File: src/rtl/conv_tuser_gen.sv
// Sideband generator feeding the convolution pad filter: one config beat per frame, then pixel
// words annotated with tuser flags. Define CONV_TUSER_GEN_PERF_EN to enable the stall counter.
module conv_tuser_gen #(
    parameter int unsigned DATA_WIDTH = 64,
    parameter int unsigned BITS_KW2   = 2,
    parameter int unsigned BITS_SW    = 2,
    parameter int unsigned BITS_CIN   = 10,
    parameter int unsigned BITS_COLS  = 10,
    parameter int unsigned BITS_ROWS  = 10
) (
    input  logic                  aclk,
    input  logic                  aresetn,
    input  logic                  aclken,
    input  logic                  cfg_valid,
    output logic                  cfg_ready,
    input  logic [BITS_KW2-1:0]   cfg_kw2,
    input  logic [BITS_SW-1:0]    cfg_sw_1,
    input  logic [BITS_CIN-1:0]   cfg_cin_1,
    input  logic [BITS_COLS-1:0]  cfg_cols_1,
    input  logic [BITS_ROWS-1:0]  cfg_rows_1,
    output logic                  cfg_err,
    input  logic                  s_valid,
    output logic                  s_ready,
    input  logic [DATA_WIDTH-1:0] s_data,
    output logic                  m_valid,
    input  logic                  m_ready,
    output logic [DATA_WIDTH-1:0] m_data,
    output logic [BITS_KW2-1:0]   m_kw2,
    output logic [BITS_SW-1:0]    m_sw_1,
    output logic                  m_is_config,
    output logic                  m_is_cin_last,
    output logic                  m_is_cols_1_k2,
    output logic                  m_is_col_valid,
    output logic                  m_last,
    output logic [31:0]           perf_stall_cnt
);

    typedef enum logic [1:0] {StIdle, StConfig, StRun} state_e;

    state_e                 state_q, state_d;
    logic [BITS_KW2-1:0]    kw2_q, kw2_d;
    logic [BITS_SW-1:0]     sw_1_q, sw_1_d;
    logic [BITS_CIN-1:0]    cin_1_q, cin_1_d;
    logic [BITS_COLS-1:0]   cols_1_q, cols_1_d;
    logic [BITS_ROWS-1:0]   rows_1_q, rows_1_d;
    logic [BITS_COLS-1:0]   end_col_q, end_col_d;
    logic [BITS_CIN-1:0]    cin_cnt_q, cin_cnt_d;
    logic [BITS_COLS-1:0]   col_cnt_q, col_cnt_d;
    logic [BITS_ROWS-1:0]   row_cnt_q, row_cnt_d;
    logic [BITS_SW-1:0]     str_cnt_q, str_cnt_d;
    logic                   cfg_err_q, cfg_err_d;
    logic                   m_valid_q, m_valid_d;
    logic [DATA_WIDTH-1:0]  m_data_q, m_data_d;
    logic [BITS_KW2-1:0]    m_kw2_q, m_kw2_d;
    logic [BITS_SW-1:0]     m_sw_1_q, m_sw_1_d;
    logic [4:0]             m_flags_q, m_flags_d;

    logic                   free;
    logic                   cfg_fire;
    logic                   cfg_bad;
    logic                   cfg_accept;
    logic                   s_fire;
    logic                   cin_max, col_max, row_max;
    logic [BITS_COLS-1:0]   cfg_kw2_ext;

    assign free        = !m_valid_q | m_ready;
    assign cfg_ready   = aclken & (state_q == StIdle);
    assign s_ready     = aclken & free & (state_q == StRun);
    assign cfg_fire    = cfg_valid & cfg_ready;
    assign s_fire      = s_valid & s_ready;
    assign cfg_kw2_ext = BITS_COLS'(cfg_kw2);
    assign cfg_bad     = cfg_cols_1 < cfg_kw2_ext;
    assign cfg_accept  = cfg_fire & !cfg_bad;
    assign cin_max     = cin_cnt_q == cin_1_q;
    assign col_max     = col_cnt_q == cols_1_q;
    assign row_max     = row_cnt_q == rows_1_q;

    always_comb begin
        state_d   = state_q;
        kw2_d     = kw2_q;
        sw_1_d    = sw_1_q;
        cin_1_d   = cin_1_q;
        cols_1_d  = cols_1_q;
        rows_1_d  = rows_1_q;
        end_col_d = end_col_q;
        cin_cnt_d = cin_cnt_q;
        col_cnt_d = col_cnt_q;
        row_cnt_d = row_cnt_q;
        str_cnt_d = str_cnt_q;
        cfg_err_d = cfg_err_q;
        m_valid_d = m_valid_q & !m_ready;
        m_data_d  = m_data_q;
        m_kw2_d   = m_kw2_q;
        m_sw_1_d  = m_sw_1_q;
        m_flags_d = m_flags_q;

        unique case (state_q)
            StIdle: begin
                if (cfg_fire && cfg_bad) begin
                    cfg_err_d = 1'b1;
                end else if (cfg_fire) begin
                    cfg_err_d = 1'b0;
                    kw2_d     = cfg_kw2;
                    sw_1_d    = cfg_sw_1;
                    cin_1_d   = cfg_cin_1;
                    cols_1_d  = cfg_cols_1;
                    rows_1_d  = cfg_rows_1;
                    // Registered so the per-beat column compare has no subtractor in front of it
                    end_col_d = cfg_cols_1 - cfg_kw2_ext;
                    cin_cnt_d = '0;
                    col_cnt_d = '0;
                    row_cnt_d = '0;
                    str_cnt_d = '0;
                    state_d   = StConfig;
                end
            end
            StConfig: begin
                if (free) begin
                    m_valid_d = 1'b1;
                    m_data_d  = '0;
                    m_kw2_d   = kw2_q;
                    m_sw_1_d  = sw_1_q;
                    m_flags_d = 5'b10000;
                    state_d   = StRun;
                end
            end
            StRun: begin
                if (s_fire) begin
                    m_valid_d = 1'b1;
                    m_data_d  = s_data;
                    m_kw2_d   = kw2_q;
                    m_sw_1_d  = sw_1_q;
                    m_flags_d = {1'b0, cin_max, (col_cnt_q == end_col_q) && (kw2_q != '0),
                                 str_cnt_q == '0, cin_max & col_max & row_max};
                    if (!cin_max) begin
                        cin_cnt_d = cin_cnt_q + BITS_CIN'(1);
                    end else begin
                        cin_cnt_d = '0;
                        if (!col_max) begin
                            col_cnt_d = col_cnt_q + BITS_COLS'(1);
                            str_cnt_d = (str_cnt_q == sw_1_q) ? '0 : str_cnt_q + BITS_SW'(1);
                        end else begin
                            col_cnt_d = '0;
                            str_cnt_d = '0;
                            row_cnt_d = row_max ? '0 : row_cnt_q + BITS_ROWS'(1);
                        end
                    end
                    if (cin_max && col_max && row_max) begin
                        state_d = StIdle;
                    end
                end
            end
            default: state_d = StIdle;
        endcase
    end

    always_ff @(posedge aclk or negedge aresetn) begin
        if (!aresetn) begin
            state_q   <= StIdle;
            kw2_q     <= '0;
            sw_1_q    <= '0;
            cin_1_q   <= '0;
            cols_1_q  <= '0;
            rows_1_q  <= '0;
            end_col_q <= '0;
            cin_cnt_q <= '0;
            col_cnt_q <= '0;
            row_cnt_q <= '0;
            str_cnt_q <= '0;
            cfg_err_q <= 1'b0;
            m_valid_q <= 1'b0;
            m_data_q  <= '0;
            m_kw2_q   <= '0;
            m_sw_1_q  <= '0;
            m_flags_q <= '0;
        end else if (aclken) begin
            state_q   <= state_d;
            kw2_q     <= kw2_d;
            sw_1_q    <= sw_1_d;
            cin_1_q   <= cin_1_d;
            cols_1_q  <= cols_1_d;
            rows_1_q  <= rows_1_d;
            end_col_q <= end_col_d;
            cin_cnt_q <= cin_cnt_d;
            col_cnt_q <= col_cnt_d;
            row_cnt_q <= row_cnt_d;
            str_cnt_q <= str_cnt_d;
            cfg_err_q <= cfg_err_d;
            m_valid_q <= m_valid_d;
            m_data_q  <= m_data_d;
            m_kw2_q   <= m_kw2_d;
            m_sw_1_q  <= m_sw_1_d;
            m_flags_q <= m_flags_d;
        end
    end

    assign cfg_err        = cfg_err_q;
    assign m_valid        = m_valid_q;
    assign m_data         = m_data_q;
    assign m_kw2          = m_kw2_q;
    assign m_sw_1         = m_sw_1_q;
    assign m_is_config    = m_flags_q[4];
    assign m_is_cin_last  = m_flags_q[3];
    assign m_is_cols_1_k2 = m_flags_q[2];
    assign m_is_col_valid = m_flags_q[1];
    assign m_last         = m_flags_q[0];

`ifdef CONV_TUSER_GEN_PERF_EN
    logic [31:0] perf_q;

    always_ff @(posedge aclk or negedge aresetn) begin
        if (!aresetn) begin
            perf_q <= '0;
        end else if (aclken) begin
            if (cfg_accept) begin
                perf_q <= '0;
            end else if (m_valid_q && !m_ready && (perf_q != '1)) begin
                perf_q <= perf_q + 32'd1;
            end
        end
    end

    assign perf_stall_cnt = perf_q;
`else
    assign perf_stall_cnt = '0;
`endif

endmodule

File: config.mk
export PLATFORM = sky130hd
export DESIGN_NAME = conv_tuser_gen
export DESIGN_NICKNAME = d
export VERILOG_FILES = /design/src/rtl/conv_tuser_gen.sv
export SDC_FILE = /design/constraint.sdc
export NUM_CORES = 1
export LEC_CHECK = 0
export BUFFER_PORTS_ARGS = -buffer_cell sky130_fd_sc_hd__buf_2
export CAP_MARGIN = 10
export CORE_MARGIN = 2
export CORE_UTILIZATION = 57
export CTS_BUF_LIST = sky130_fd_sc_hd__clkbuf_16
export DETAILED_ROUTE_END_ITERATION = 8
export PLACE_DENSITY = 0.86
export SLEW_MARGIN = 20
export SYNTH_ARGS = -nofsm -noshare
export SYNTH_HDL_FRONTEND = slang
export SYNTH_SLANG_ARGS = --single-unit
File: constraint.sdc
create_clock -name aclk -period 3.6 [get_ports aclk]
set_input_delay 0.72 -clock aclk [delete_from_list [all_inputs] [get_ports aclk]]
set_output_delay 0.72 -clock aclk [all_outputs]
set_load 0.01 [all_outputs]
==> results.cfg, run 1 <==
[run_status]
run_status = finished, final reports clean

[grt]
overflow = 0
largest_net_degree_at_the_start_of_global_routing = 86
via_count_of_the_first_global_routing_pass = 5807
antenna_found_initial = 3
grt_first_pass_wirelength_um = 29000
grt_util_all_layers_pct = 26.1

[route]
detail_route.first_pass.iterations = 5
route.met2.wl_um = 8740
drc = 0
drt-wirelength-per-cell_um = 15.8
routed-via-count = 5937
topRoutingLayerUsed = met4
postRouteWirelength_um = 17500
route.antenna.remaining_nets = 0
route.layer.met1.wl_um = 7280
detail_route.iter0.violations = 527
routed_via_density = 5.36
detailroute.wirelength.met3_um = 1110

[synth]
synthesized_area_um2 = 7460
synth_warnings = 0
ys_async_sr_fraction_pct = 100
ys_seq_elements = 153
syn-instance-count = 752
synth-main-ff-cell = dfrtp_1
yosysSeqAreaShare_pct = 51.3
synth-edff-count = 0
yosys.cell_types.count = 53
synth_area_per_cell_um2 = 9.92

[setup_path]
worstPathMaxFanout = 74
r2r-end = col_cnt_q[8]$_DFFE_PN0P_
crit_buf_inv = 3
critPathCaptureType = primary output
depth_of_the_worst_register_to_register_path = 8
timing.setup.critical_path_class = reg2out
regToRegStartpoint = state_q[0]$_DFFE_PN0P_
worst_path_largest_cell_delay_ps = 620
slowest_stage = buf_4
arrival_ps = 2210
cp_top_family = buffers and inverters
crit_cells = 5
setup.reg_to_reg.worst_slack_ps = 950
path_cells = inv_1 > ha_2 > buf_4 > and3_1 > buf_2
worst_ep_required_time_ps = 2880
timing.critical_path.from_type = flop

[place]
gp_congestion = 0.878
io_buffers = 180
dp_hpwl_um = 12400
numPlacedInstances = 1074
place_worst_setup_slack_ps = 383

[sta]
timing_max_transition_violations_final = 0
layout_setup_ws_ps = 669
finalCritPeriodShare_pct = 81.4
timing.clock.skew_ps = 10.5
finalSetupViolCount = 0
transition_time_at_the_pin_with_the_least_slew_margin_ps = 945
worst_case_headroom_to_the_max_slew_limit_pct = 36.3
grt_setup_unrepaired = no
final.min_clock_period_ps = 2930
fin_tns_setup_ps = 0
fmaxAchievable_mhz = 341
timing_hold_violations_final = 0

[hold_path]
hold_path_class = in2async

[power]
static-leakage-power_nw = 4.30
vdd_drop_max_uv = 387
post_layout_power_mw = 7.15
power_per_cell_area_nw_per_um2 = 794

[clock_tree]
clk_latency_ps = 420
path_clk_slew_ps = 60
cts_setup_buffers = 0
cts.sinks = 153
cts_tree = built
ctsResizeCount = 0
clock_tree.htree_level_count = 4
cts.hold.buffers_added = 0
root_buffer = clkbuf_16
cts_buffers = 17
clock_tree.buffer_depth = 2

[cells_and_area]
finish.net_count = 1037
number_of_standard_cells_in_the_final_layout_excluding_fillers = 1108
layout_cell_share_with_drive_strength_beyond_1_pct = 29.3
syn2layout_area_growth_pct = 20.8
num-fill-cells = 941

[floorplan]
placeable_core_region_um2 = 12700
die_width_um = 118
placementRows = 41
initial_utilization_pct = 58.7
io_pins = 213
floorplan.die_area_um2 = 14000
fp.dieH_um = 118

[flow_run]
max_cap_violations = 0
==> cell families (layout without fill, tap and decap cells) <==
logic type | count (synthesis) | after routing | share of synthesized area (%)
adder cells (fa/ha/maj) | 12 | 12 | 2.11
multiplexers | 41 | 41 | 6.19
AO/OA/AOI/OAI | 140 | 140 | 10.8
other | 1 | 35 | 0.0503
flip-flops | 153 | 153 | 51.3
buffers and inverters | 83 | 233 | 6.15
AND/OR/NAND/NOR | 267 | 267 | 16.7
XOR/XNOR | 55 | 55 | 6.66
==> where the power goes <==
group          internal, mW  switching (mW)
clock                  1.21           0.660
sequential             2.36           0.434
combinational          1.03            1.46
total                  4.60            2.55
==> cell usage after synthesis, drive strengths merged, types with 3 or more instances <==
cell | count | area share, %
or4 | 4 | 0.40
o22ai | 3 | 0.25
mux2 | 41 | 6.2
and3 | 13 | 1.1
nor4 | 5 | 0.62
dfrtp | 153 | 51
nor3 | 5 | 0.40
nand3 | 11 | 0.74
nand4 | 12 | 1.1
or3 | 4 | 0.34
xor2 | 12 | 1.4
ha | 11 | 1.8
nand2b | 9 | 0.75
o31ai | 18 | 2.0
inv | 13 | 0.65
buf | 43 | 4.1
o21ai | 93 | 6.2
nor2 | 22 | 1.1
clkbuf | 27 | 1.4
xnor2 | 43 | 5.2
a21oi | 15 | 1.1
nand2 | 167 | 8.6
nor2b | 6 | 0.50
and2 | 3 | 0.27
==> metal layers <==
layer	global-route usage [%]	up-vias
li1	-	2822
met1	33.2	2862
met2	42.2	222
met3	6.61	31
met4	11.6	0
met5	0	-
==> stage by stage <==
stage          hold WS, ps  instance area, um2  util (%)
2_1_floorplan          424                7580         -
3_3_place_gp           458                8390      66.0
3_5_place_dp           466                8390      66.0
4_1_cts                301                9000      70.8
5_1_grt                329                9010      70.8
6_report               291                9010      70.8
==> final cells by class <==
class                           count  area, um2  share of cell area [%]
Sequential cell                   153       3830                    42.5
Tap cell                          172        215                    2.39
Inverter                           13       48.8                   0.541
Clock inverter                     14        188                    2.08
Timing Repair Buffer              189        987                    11.0
Clock buffer                       17        425                    4.72
Multi-Input combinational cell    547       3310                    36.7
Antenna cell                        3       7.51                  0.0833
==> placed cells by master, fill, tap and decap left out, types with 5 or more instances in the layout <==
cell / n
xnor2_1: 41
ha_1: 10
nand3_1: 11
dfrtp_1: 153
xor2_1: 12
clkbuf_16: 17
mux2_2: 41
o21ai_1: 5
a21oi_1: 13
o21ai_0: 88
o31ai_1: 17
nand2b_1: 9
nand2_1: 164
bufinv_16: 5
nor2b_1: 6
buf_2: 179
nor2_1: 22
buf_4: 8
conb_1: 32
inv_1: 15
and3_1: 12
nand4_1: 11
==> sequential cells by signal (all words and copies together) (netlist names) <==
name,flops
cin_1_q,10
m_flags_q,5
str_cnt_q,2
col_cnt_q,10
kw2_q,2
row_cnt_q,10
m_sw_1,2
end_col_q,10
m_data,64
rows_1_q,10
state_q,2
cols_1_q,10
m_valid,1
cin_cnt_q,10
cfg_err,1
m_kw2,2
sw_1_q,2
==> worst max-delay path by stage <==
| stage | from | endpoint | slack, ps |
|---|---|---|---|
| finish | state_q[0]$_DFFE_PN0P_ | s_ready | 670 |
| global placement | cfg_cols_1[0] | col_cnt_q[8]$_DFFE_PN0P_ | 470 |
| CTS | state_q[0]$_DFFE_PN0P_ | s_ready | 620 |
| floorplan | cfg_cols_1[0] | cin_cnt_q[6]$_DFFE_PN0P_ | 1020 |
| detailed placement | cfg_kw2[0] | col_cnt_q[8]$_DFFE_PN0P_ | 380 |
| global route | state_q[0]$_DFFE_PN0P_ | s_ready | 530 |
Note: power is estimated with default switching activity, not from simulation.
==> run 2: changes to the inputs <==
--- a/config.mk
+++ b/config.mk
@@ -8,10 +8,10 @@
 export BUFFER_PORTS_ARGS = -buffer_cell sky130_fd_sc_hd__buf_2
 export CAP_MARGIN = 10
 export CORE_MARGIN = 2
-export CORE_UTILIZATION = 57
+export CORE_UTILIZATION = 47
 export CTS_BUF_LIST = sky130_fd_sc_hd__clkbuf_16
 export DETAILED_ROUTE_END_ITERATION = 8
-export PLACE_DENSITY = 0.86
+export PLACE_DENSITY = 0.76
 export SLEW_MARGIN = 20
 export SYNTH_ARGS = -nofsm -noshare
 export SYNTH_HDL_FRONTEND = slang
==> constraint.sdc (replaced) <==
create_clock -name aclk -period 2.47 [get_ports aclk]
set_input_delay 0.494 -clock aclk [delete_from_list [all_inputs] [get_ports aclk]]
set_output_delay 0.494 -clock aclk [all_outputs]
set_load 0.01 [all_outputs]
==> run 2 against run 1 <==
Effect of this change:
- non-clock buffer count rose by 33
- largest power group unchanged
- clock power grew 58%
- via count fell by 0.94%
- sequential power is 45% higher
- clock-buffer cell count unchanged
- clock skew about the same
- cell count grew 6.8%
- sequential cell count is the same
==> results.cfg, run 2 (synthesized netlist as in run 1, its figures left out) <==
[route]
route.antenna.remaining_nets = 0
drt-wirelength-per-cell_um = 15.1
postRouteWirelength_um = 17900
detail_route.iter0.violations = 301
detail_route.first_pass.iterations = 4
routed_via_density = 4.97
drc = 0
routed-via-count = 5881

[setup_path]
worstPathMaxFanout = 8
setup.reg_to_reg.worst_slack_ps = 190
timing.critical_path.from_type = flop
critPathCaptureType = flop
timing.setup.critical_path_class = reg2reg
worst_ep_required_time_ps = 2790
arrival_ps = 2600

[sta]
finalSetupViolCount = 0
final.min_clock_period_ps = 2280
timing_max_transition_violations_final = 0
grt_setup_unrepaired = yes
timing_hold_violations_final = 0
worst_case_headroom_to_the_max_slew_limit_pct = 61.0
fmaxAchievable_mhz = 438
finalCritPeriodShare_pct = 92.5
transition_time_at_the_pin_with_the_least_slew_margin_ps = 585
timing.clock.skew_ps = 10.2

[grt]
overflow = 0
via_count_of_the_first_global_routing_pass = 5632
grt_util_all_layers_pct = 21.6
largest_net_degree_at_the_start_of_global_routing = 84
grt_first_pass_wirelength_um = 28200
antenna_found_initial = 1

[cells_and_area]
finish.net_count = 1070
layout_cell_share_with_drive_strength_beyond_1_pct = 32.2
final_common_cell = buf_2
number_of_standard_cells_in_the_final_layout_excluding_fillers = 1183
post_route_cell_area_um2 = 9480
largest_register_ff_count = 64
layout.cells.most_common_list = buf_2 (179), nand2_1 (164), dfrtp_1 (153), o21ai_0 (88)
antenna_cells_inserted = 0
num-fill-cells = 1352
syn2layout_area_growth_pct = 27.1

[place]
io_buffers = 180
dp_hpwl_um = 13000
gp_congestion = 0.849
placed_cell_area_um2 = 8760
numPlacedInstances = 1150

[clock_tree]
cts_tree = built
cts.sinks = 153
clock_tree.htree_level_count = 4
cts.hold.buffers_added = 0
clock_tree.buffer_depth = 2
clk_latency_ps = 420
path_clk_slew_ps = 70
root_buffer = clkbuf_16
cts_buffers = 17

[floorplan]
fp.dieH_um = 130
placementRows = 46
io_pins = 213
initial_utilization_pct = 47.5
floorplan.die_area_um2 = 16900
die_width_um = 130
placeable_core_region_um2 = 15700

[power]
post_layout_power_mw = 10.9
vdd_drop_max_uv = 538
static-leakage-power_nw = 4.51
power_per_cell_area_nw_per_um2 = 1150

[run_status]
run_status = finished, final reports clean

[hold_path]
hold_path_class = in2async

[flow_run]
max_cap_violations = 0
[run 2: cell count changes in the layout (fill, tap and decap cells not counted)]
cell,before,now
diode_2,3,0
inv_1,15,13
clkinv_4,0,4
ha_4,0,1
clkinv_1,4,2
ha_2,1,0
clkinvlp_4,0,1
buf_4,8,33
buf_12,1,8
bufinv_16,5,6
clkinv_2,3,0
clkbuf_16,17,18
inv_6,0,2
[run 2: per-layer routing]
layer	up-vias	wire (um)	GRT usage, %
met2	199	8670	35.4
met5	-	13	0
li1	2894	-	-
met1	2768	7840	27.9
met4	2	205	6.39
met3	18	1170	6.31
[run 2: worst max-delay path: stages, from the launching register on]
cell and delay [ps]:
dfrtp_1 470, xnor2_1 190, nand4_1 210, nor3_2 380
a21oi_2 110, or3_1 420, buf_12 160, o31ai_1 240
[run 2: worst paths after layout]
check / startpoint / to / cells past startpoint
max in group asynchronous: aresetn / cols_1_q[7]$_DFFE_PN0P_ / 2
min in group aclk: cfg_cin_1[3] / cin_1_q[3]$_DFFE_PN0P_ / 2
worst max-delay path: cin_cnt_q[0]$_DFFE_PN0P_ / row_cnt_q[8]$_DFFE_PN0P_ / 7
worst min register to register: m_data[59]$_DFFE_PN0P_ / m_data[59]$_DFFE_PN0P_ / 2
worst min-delay path: aresetn / m_data[59]$_DFFE_PN0P_ / 1
worst max register to register: cin_cnt_q[0]$_DFFE_PN0P_ / row_cnt_q[8]$_DFFE_PN0P_ / 7
[run 2: repair_timing]
| item | 4_1_cts | 5_1_grt |
|---|---|---|
| gates cloned | 0 | 1 |
| setup endpoints to repair | 1 | 1 |
| setup buffers | 0 | 0 |
| pin swaps | 0 | 0 |
| resized for setup | 3 | 1 |
| hold endpoints to repair | 0 | 0 |
[run 2: final cells by class]
type	count	area [um2]	area share (%)
well taps	216	270	2.85
flip-flops and latches	153	3830	40.4
repair buffers	222	1340	14.1
clock inverters	15	248	2.61
clock buffers	17	425	4.49
multi-input cells	547	3320	35.0
inverters	13	48.8	0.515
[run 2: power breakdown]
part,switching [mW],internal [mW]
Sequential,0.610,3.44
Clock,1.05,1.90
Combinational,2.16,1.73
Total,3.82,7.08
[run 2: metrics by stage]
stage	TNS [ps]	setup WS [ps]	util, %	hold WS, ps
4_1_cts	0	58.5	60.1	52.6
2_1_floorplan	0	114	-	198
6_report	0	186	60.4	34.6
3_5_place_dp	-972	-107	55.8	465
5_1_grt	-2.11	-2.11	60.4	59.8
3_3_place_gp	-226	-31.8	55.8	455
==> run 3: changes to the inputs <==
==> constraint.sdc (replaced) <==
create_clock -name aclk -period 2.47 [get_ports aclk]
set_input_delay 0.247 -clock aclk [delete_from_list [all_inputs] [get_ports aclk]]
set_output_delay 0.247 -clock aclk [all_outputs]
set_load 0.01 [all_outputs]
==> run 3 against run 2 <==
Effect of this change:
- sequential power is essentially flat
- via count grew 0.14%
- combinational power shrank 4%
- sequential share of layout area grew 1.2 points
- largest cell class unchanged
- highest routed layer unchanged
==> results.cfg, run 3 (synthesized netlist as in run 1, its figures left out) <==
[cells_and_area]
final_common_cell = buf_2
finish.net_count = 1062
utilization_pct = 58.6
largest_register_ff_count = 64
num-fill-cells = 1363
syn2layout_area_growth_pct = 23.5
layout.cells.most_common_list = buf_2 (179), nand2_1 (164), dfrtp_1 (153), o21ai_0 (88)
layout_cell_share_with_drive_strength_beyond_1_pct = 31.5

[grt]
overflow = 0
grt_util_all_layers_pct = 21.1
grt_first_pass_wirelength_um = 27700
largest_net_degree_at_the_start_of_global_routing = 68
via_count_of_the_first_global_routing_pass = 5551
antenna_found_initial = 2

[flow_run]
max_cap_violations = 0

[sta]
grt_setup_unrepaired = no
finalSetupViolCount = 0
timing.clock.skew_ps = 6.90
transition_time_at_the_pin_with_the_least_slew_margin_ps = 641
fin_tns_setup_ps = 0
timing_hold_violations_final = 0
layout_setup_ws_ps = 173
worst_case_headroom_to_the_max_slew_limit_pct = 57.3
fmaxAchievable_mhz = 435
finalCritPeriodShare_pct = 93.0
final.min_clock_period_ps = 2300
timing_max_transition_violations_final = 0

[run_status]
run_status = finished, final reports clean

[floorplan]
die_width_um = 130
floorplan.die_area_um2 = 16900
initial_utilization_pct = 47.5
io_pins = 213
placeable_core_region_um2 = 15700
fp.dieH_um = 130
placementRows = 46

[clock_tree]
cts_buffers = 17
cts_tree = built
cts.sinks = 153
root_buffer = clkbuf_16
path_clk_slew_ps = 60
ctsResizeCount = 0
clock_tree.htree_level_count = 4
clock_tree.buffer_depth = 2
clk_latency_ps = 420

[power]
power.clock.fraction_pct = 23.5
p_sw_share_pct = 36.9
internal_power_summed_over_all_cells_mw = 6.43
vdd_drop_max_uv = 569
power_switching_mw = 3.76
static-leakage-power_nw = 4.38
comb_power_share_pct = 36.7
power_per_cell_area_nw_per_um2 = 1110
sequentialPowerShare_pct = 39.8

[setup_path]
r2r-end = col_cnt_q[6]$_DFFE_PN0P_
depth_of_the_worst_register_to_register_path = 8
setup.reg_to_reg.worst_slack_ps = 170
worst_ep_required_time_ps = 2810
worstPathMaxFanout = 14
timing.critical_path.from_type = flop
arrival_ps = 2640
regToRegStartpoint = state_q[0]$_DFFE_PN0P_
critPathCaptureType = flop
timing.setup.critical_path_class = reg2reg

[route]
postRouteWirelength_um = 17400
drc = 0
routed-via-count = 5889
routed_via_density = 5.01
route.antenna.remaining_nets = 0
detail_route.iter0.violations = 357
detail_route.first_pass.iterations = 5
drt-wirelength-per-cell_um = 14.8

[place]
io_buffers = 180
place_worst_setup_slack_ps = -150
gp_congestion = 0.824
dp_hpwl_um = 12800

[hold_path]
hold_depth = 2
holdCritStartpoint = cfg_cin_1[6]
hold_path_class = in2reg
holdPathEnd = cin_1_q[6]$_DFFE_PN0P_
[run 3: critical path, cell delays in order, from the launching register on]
cell	delay (ps)
dfrtp_1	400
inv_1	110
ha_1	260
nand3_1	120
nand4b_1	180
nor3b_4	310
nand2_4	150
or4_1	530
a21oi_1	170
[run 3: routing by layer]
metal | track usage (%) | up-vias | share of wire (%)
li1 | - | 2869 | -
met2 | 33.5 | 204 | 47
met1 | 27.3 | 2782 | 44
met4 | 8.10 | 2 | 2.3
met5 | 0 | - | 0.063
met3 | 6.19 | 32 | 6.6
[run 3: through the flow]
step                hold slack (ps)  power, mW  instances  cell area (um2)
CTS                            39.2       10.3       1173             9200
floorplan                     -48.6       6.47        783             7580
finish                         53.4       10.2       1175             9210
global route                   30.1       11.0       1175             9210
detailed placement              297       7.84       1139             8640
global placement                297       7.70       1139             8640
[run 3: power groups by stage]
stage / Clock, mW / Sequential [mW] / Combinational [mW]
global route: 2.58 / 4.18 / 4.21
finish: 2.40 / 4.05 / 3.74
detailed placement: 0 / 4.11 / 3.73
CTS: 2.45 / 4.07 / 3.77
global placement: 0 / 4.07 / 3.63
floorplan: 0 / 4.25 / 2.23
[run 3: final cells by class]
cell class                      instances  area [um2]  area share [%]
Sequential cell                       153        3830            41.6
Multi-Input combinational cell        547        3310            35.9
Timing Repair Buffer                  214        1210            13.2
Clock buffer                           17         425            4.62
Tap cell                              216         270            2.93
Clock inverter                         14         111            1.21
Inverter                               13        48.8           0.530
Antenna cell                            1        2.50          0.0272
[run 3: worst max-delay path by stage]
stage                                 startpoint                        to  slack (ps)  depth (start not counted)
final                     state_q[0]$_DFFE_PN0P_  col_cnt_q[6]$_DFFE_PN0P_         170                          8
after global placement                cfg_kw2[0]  col_cnt_q[6]$_DFFE_PN0P_        -130                         11
after CTS                 state_q[0]$_DFFE_PN0P_  col_cnt_q[6]$_DFFE_PN0P_         160                          8
after global routing      state_q[0]$_DFFE_PN0P_  col_cnt_q[6]$_DFFE_PN0P_          40                          8
after detailed placement              cfg_kw2[0]  col_cnt_q[6]$_DFFE_PN0P_        -150                         11
after floorplan           state_q[0]$_DFFE_PN0P_      m_kw2[0]$_DFFE_PN0P_         280                          9
[run 3: what timing repair did]
| action | CTS | global route |
|---|---|---|
| endpoints found under the setup margin | 1 | 2 |
| setup buffers | 2 | 1 |
| hold endpoints to repair | 63 | 0 |
| hold buffers | 1 | 0 |
